File: src/rtl/game_cmd_if.sv
// Button/state/command bundle between the game FSM side and the command controller.
// slave is the controller's view; master is the driver of buttons and game state.
interface game_cmd_if;
   logic       btnStart_n;
   logic       btnPause_n;
   logic       btnReset_n;
   logic [2:0] stateGame;
   logic       startGame;
   logic       pauseGame;
   logic       reset;

   modport master (
      output btnStart_n, btnPause_n, btnReset_n, stateGame,
      input  startGame, pauseGame, reset
   );

   modport slave (
      input  btnStart_n, btnPause_n, btnReset_n, stateGame,
      output startGame, pauseGame, reset
   );
endinterface

File: src/rtl/game_cmd_ctrl.sv
// Push-button command controller: per-button sync + debounce, then a registered
// command stage turning press events into start/reset pulses and a pause level.

module game_cmd_db #(
   parameter int DB_CYCLES = 250000,
   parameter int DB_WIDTH  = 18
) (
   input  logic clk,
   input  logic resetFSM,
   input  logic btn_n,
   output logic press
);
   localparam logic [DB_WIDTH-1:0] DB_LAST = DB_WIDTH'(DB_CYCLES - 1);

   logic [1:0]          sync;
   logic                db;
   logic [DB_WIDTH-1:0] cnt;

   // sync[1] is the only copy of the button seen by the debounce logic
   always_ff @(posedge clk or posedge resetFSM) begin
      if (resetFSM) begin
         sync  <= 2'b11;
         db    <= 1'b1;
         cnt   <= '0;
         press <= 1'b0;
      end else begin
         sync  <= {sync[0], btn_n};
         press <= 1'b0;
         if (sync[1] == db) begin
            cnt <= '0;
         end else if (cnt == DB_LAST) begin
            db    <= sync[1];
            cnt   <= '0;
            press <= ~sync[1];
         end else begin
            cnt <= cnt + DB_WIDTH'(1);
         end
      end
   end
endmodule

module game_cmd_ctrl #(
   parameter int DB_CYCLES = 250000,
   parameter int DB_WIDTH  = 18
) (
   input logic       clk,
   input logic       resetFSM,
   game_cmd_if.slave bus
);
   localparam logic [2:0] ST_PLAYING = 3'b001;
   localparam logic [2:0] ST_PAUSE   = 3'b010;

   localparam int EV_START = 0;
   localparam int EV_PAUSE = 1;
   localparam int EV_RST   = 2;

   logic [2:0] btn_n;
   logic [2:0] ev;
   logic       start_q, pause_q, reset_q;

   assign btn_n = {bus.btnReset_n, bus.btnPause_n, bus.btnStart_n};

   game_cmd_db #(
      .DB_CYCLES(DB_CYCLES),
      .DB_WIDTH (DB_WIDTH)
   ) u_db [2:0] (
      .clk     (clk),
      .resetFSM(resetFSM),
      .btn_n   (btn_n),
      .press   (ev)
   );

   // Reset wins over everything; in PLAYING a pause press outranks start.
   always_ff @(posedge clk or posedge resetFSM) begin
      if (resetFSM) begin
         start_q <= 1'b0;
         pause_q <= 1'b0;
         reset_q <= 1'b0;
      end else begin
         start_q <= 1'b0;
         reset_q <= 1'b0;
         if (ev[EV_RST]) begin
            reset_q <= 1'b1;
            pause_q <= 1'b0;
         end else begin
            case (bus.stateGame)
               ST_PLAYING: begin
                  if (ev[EV_PAUSE])      pause_q <= 1'b1;
                  else if (ev[EV_START]) start_q <= 1'b1;
               end
               ST_PAUSE: begin
                  if (ev[EV_START]) begin
                     start_q <= 1'b1;
                     pause_q <= 1'b0;
                  end else if (ev[EV_PAUSE]) begin
                     pause_q <= 1'b0;
                  end
               end
               default: begin
                  pause_q <= 1'b0;
                  start_q <= ev[EV_START];
               end
            endcase
         end
      end
   end

   assign bus.startGame = start_q;
   assign bus.pauseGame = pause_q;
   assign bus.reset     = reset_q;
endmodule

File: src/flat_wrapper.sv
// flat-port wrapper written by rule: the top's interface ports become plain ports
module game_cmd_ctrl_flat 
#(
   parameter int DB_CYCLES = 250000,
   parameter int DB_WIDTH  = 18
)
  (clk, resetFSM, bus_btnStart_n, bus_btnPause_n, bus_btnReset_n, bus_stateGame, bus_startGame, bus_pauseGame, bus_reset);
  game_cmd_if bus_i ();
  input logic clk;
  input logic resetFSM;
  input wire logic [$bits(bus_i.btnStart_n)-1:0] bus_btnStart_n;
  input wire logic [$bits(bus_i.btnPause_n)-1:0] bus_btnPause_n;
  input wire logic [$bits(bus_i.btnReset_n)-1:0] bus_btnReset_n;
  input wire logic [$bits(bus_i.stateGame)-1:0] bus_stateGame;
  output wire logic [$bits(bus_i.startGame)-1:0] bus_startGame;
  output wire logic [$bits(bus_i.pauseGame)-1:0] bus_pauseGame;
  output wire logic [$bits(bus_i.reset)-1:0] bus_reset;
  assign bus_i.btnStart_n = bus_btnStart_n;
  assign bus_i.btnPause_n = bus_btnPause_n;
  assign bus_i.btnReset_n = bus_btnReset_n;
  assign bus_i.stateGame = bus_stateGame;
  assign bus_startGame = bus_i.startGame;
  assign bus_pauseGame = bus_i.pauseGame;
  assign bus_reset = bus_i.reset;
  game_cmd_ctrl #(.DB_CYCLES(DB_CYCLES), .DB_WIDTH(DB_WIDTH)) u_core (.clk(clk), .resetFSM(resetFSM), .bus(bus_i));
endmodule
File: config.mk
export PLATFORM = sky130hd
export DESIGN_NAME = game_cmd_ctrl_flat
export DESIGN_NICKNAME = d
export VERILOG_FILES = /design/src/rtl/game_cmd_if.sv /design/src/rtl/game_cmd_ctrl.sv /design/src/flat_wrapper.sv
export SDC_FILE = /design/constraint.sdc
export NUM_CORES = 1
export LEC_CHECK = 0
export ABC_AREA = 1
export BUFFER_PORTS_ARGS = -buffer_cell sky130_fd_sc_hd__buf_4
export CAP_MARGIN = 20
export CORE_MARGIN = 2
export CORE_UTILIZATION = 60
export CTS_CLUSTER_SIZE = 12
export DETAILED_ROUTE_END_ITERATION = 10
export GPL_ROUTABILITY_DRIVEN = 0
export PLACE_DENSITY = 0.74
export SETUP_SLACK_MARGIN = 0.2
export SLEW_MARGIN = 40
export SYNTH_ARGS = -nofsm -noshare
export SYNTH_HDL_FRONTEND = slang
export SYNTH_SLANG_ARGS = --single-unit
File: constraint.sdc
create_clock -name clk -period 3 [get_ports clk]
set_input_delay 0.15 -clock clk [delete_from_list [all_inputs] [get_ports clk]]
set_output_delay 0.15 -clock clk [all_outputs]
set_load 0.02 [all_outputs]
==> impl_metrics.toml <==
[status]
outcome = "finished clean"

[setup_path]
crit_path_max_fanout = 10
endpoint_kind = "flop"
cp.arrival_ns = 1.73
cp.required_ns = 3.23
start_kind = "flop"
worstSetupPathType = "reg -> reg"

[route]
drt-wirelength-per-cell_um = 13.0
vias = 2820
drtPass1Iterations = 4
wirelength_mm = 7.26
drc = 0
drtIter0Drc = 182
via_per_inst = 5.06
antenna_left = 0

[hold_path]
hold_class = "in -> reg"

[sta]
fin_setup_tns_ns = 0
setup_viol = 0
fin_crit_sh = 0.499
max_freq_mhz = 669
worst_slew_pin_slew_ns = 0.615
hold_viol = 0
relSlewSlack = 0.590
final_max_slew_viol_count = 0
final.setup_skew_ns = 0.00862
min_period_ns = 1.50
grt_setup_unrepaired = "no"

[floorplanning]
dieWidth_um = 82.0
core_mm2 = 0.00589
die_area_mm2 = 0.00672
start_util = 0.619
fp.dieH_um = 82.0
num_io_pins = 11
rows = 28

[synth]
yosysWarningCount = 0
syn_nets = 462
syn_area_per_cell_um2 = 8.08
yosysSeqAreaShare = 0.477
synth_area_leader_cell = "dfrtp_1"
syn_inst = 451
synthDominantCellAreaShare = 0.412
synth_cell_type_count = 27
synth_area_mm2 = 0.00365
synth_area_leaders = "dfrtp_1 (41%), nor2_1 (11%), nand2_1 (8.3%), dfstp_2 (6.5%), inv_1 (4.5%)"
ys_seq_elements = 69

[placed_design]
dp_cells = 537
dp_hpwl_mm = 5.21
port_buffers = 10

[pwr]
p_per_area_mw_per_mm2 = 460
p_leak_nw = 1.72
ir_drop_uv = 322

[clocking]
cts_tree = "done"
htreeDepth = 3
clk_pin_slew_ns = 0.08
cts_root_buf = "clkbuf_8"
cts_buffers = 9
clock_latency_ns = 0.35
cts.sinks = 69
cts_buffer_depth = 2

[global_route]
grt_usage = 0.244
grt_pass1_wl_mm = 12.1
overflow = 0
grt_pass1_vias = 2677
grt_max_degree = 70
antenna_found_initial = 0

[final_layout]
diodes = 0
final_cells = 557
layout_commonest_cell = "nor2_1"
final_cell_mix = "nor2_1 (105), nand2_1 (81), dfrtp_1 (60), inv_1 (43), nand3_1 (33)"
area_growth_pct = 12.1
fin_nets = 488
layout-drive-gt1-share = 0.185

[run]
cap_violations = 0
area by class of cell:
cell class                 instances  area [um^2]
fill                             483         1800
sequential                        69         1740
multi-input combinational        330         1710
inverter                          52          195
timing repair buffer              15          126
clock buffer                       9          124
clock inverter                     7         97.6
tap                               75         93.8
sequential cells by signal, indices dropped and copies added (netlist names):
register,cells
u_core.bus.startGame,1
u_core.u_db.db,3
u_core.bus.pauseGame,1
u_core.u_db.cnt,54
u_core.u_db.press,3
u_core.u_db.sync,6
u_core.bus.reset,1
cell families (layout without fill, tap and decap cells):
group,after synthesis,after routing,share of synthesized area
and+or+nand+nor,279,279,0.357
DFF,69,69,0.477
buffers and inverters,52,83,0.0535
xor gates and xnor gates,27,27,0.0710
AOI/OAI and AO/OA,21,21,0.0316
adders and majority gates,3,3,0.0103
critical path: stages (launching register included):
cell     delay, ns
dfrtp_1       0.38
ha_1          0.19
nand2_1       0.13
nor2_4        0.15
inv_2         0.05
nor2_1        0.12
nand2_2       0.13
nand2_4       0.14
nor2_1        0.07
per-stage QoR:
stage | util | worst slack, ns | power [W] | instance area, um^2 | hold WS [ns]
detailed placement | 0.650 | 1.53 | 0.00104 | 3830 | 0.260
global placement | 0.649 | 1.58 | 0.00104 | 3820 | 0.258
CTS | 0.695 | 1.50 | 0.00189 | 4090 | 0.0566
floorplan | - | 1.13 | 0.00102 | 3650 | 0.154
finish | 0.695 | 1.50 | 0.00188 | 4090 | 0.0696
global route | 0.695 | 1.40 | 0.00194 | 4090 | 0.0960
repair_timing:
action / CTS / global route
gates resized for setup: 0 / 0
hold buffers: 4 / 0
hold endpoints to repair: 63 / 0
buffers inserted: 0 / 0
cells in the mapped netlist:
master and count:
nor3_2 1, inv_2 8, nand3_1 33, nand3b_1 4, nor2_4 8, or3b_2 1
and2_0 1, inv_1 44, nand2_1 81, nor2_2 14, nand4_1 6, xor2_1 18
o21ai_1 6, nand2_2 14, a21oi_1 5, nor3b_1 3, xor2_2 3, nand2_4 2
xnor2_1 6, dfstp_2 9, nand3_2 1, ha_1 3, o21ai_0 6, nor2_1 105
o21bai_1 4, nor3_1 5, dfrtp_1 60
path summary, 6_finish.rpt:
kind                                                   from                          endpoint  slack, ns  depth (start not counted)
max                         u_core.u_db[1].cnt[0]$_DFF_PP0_  u_core.u_db[1].cnt[10]$_DFF_PP0_       1.50                          8
min                                        bus_stateGame[2]  u_core.bus.pauseGame$_DFFE_PP0P_       0.07                          4
max reg2reg                 u_core.u_db[1].cnt[0]$_DFF_PP0_  u_core.u_db[1].cnt[10]$_DFF_PP0_       1.50                          8
min reg2reg                u_core.u_db[0].sync[0]$_DFF_PP1_  u_core.u_db[0].sync[1]$_DFF_PP1_       0.36                          0
max in group asynchronous                          resetFSM  u_core.u_db[2].cnt[15]$_DFF_PP0_       2.06                          4
min in group asynchronous                          resetFSM  u_core.u_db[0].cnt[11]$_DFF_PP0_       0.51                          4
power by group:
| group | total, W | internal, W | switching, W |
|---|---|---|---|
| Clock | 0.000850 | 0.000470 | 0.000380 |
| Combinational | 0.0000690 | 0.0000237 | 0.0000453 |
| Sequential | 0.000959 | 0.000947 | 0.0000123 |
routing by layer:
layer	wire length, um	GRT usage	share of wire	vias up
met5	0	0	0	-
met4	120	0.0967	0.017	0
met3	227	0.0516	0.031	10
met2	3410	0.386	0.47	43
met1	3500	0.329	0.48	1314
li1	-	-	-	1453
(Power assumes the default switching activity.)
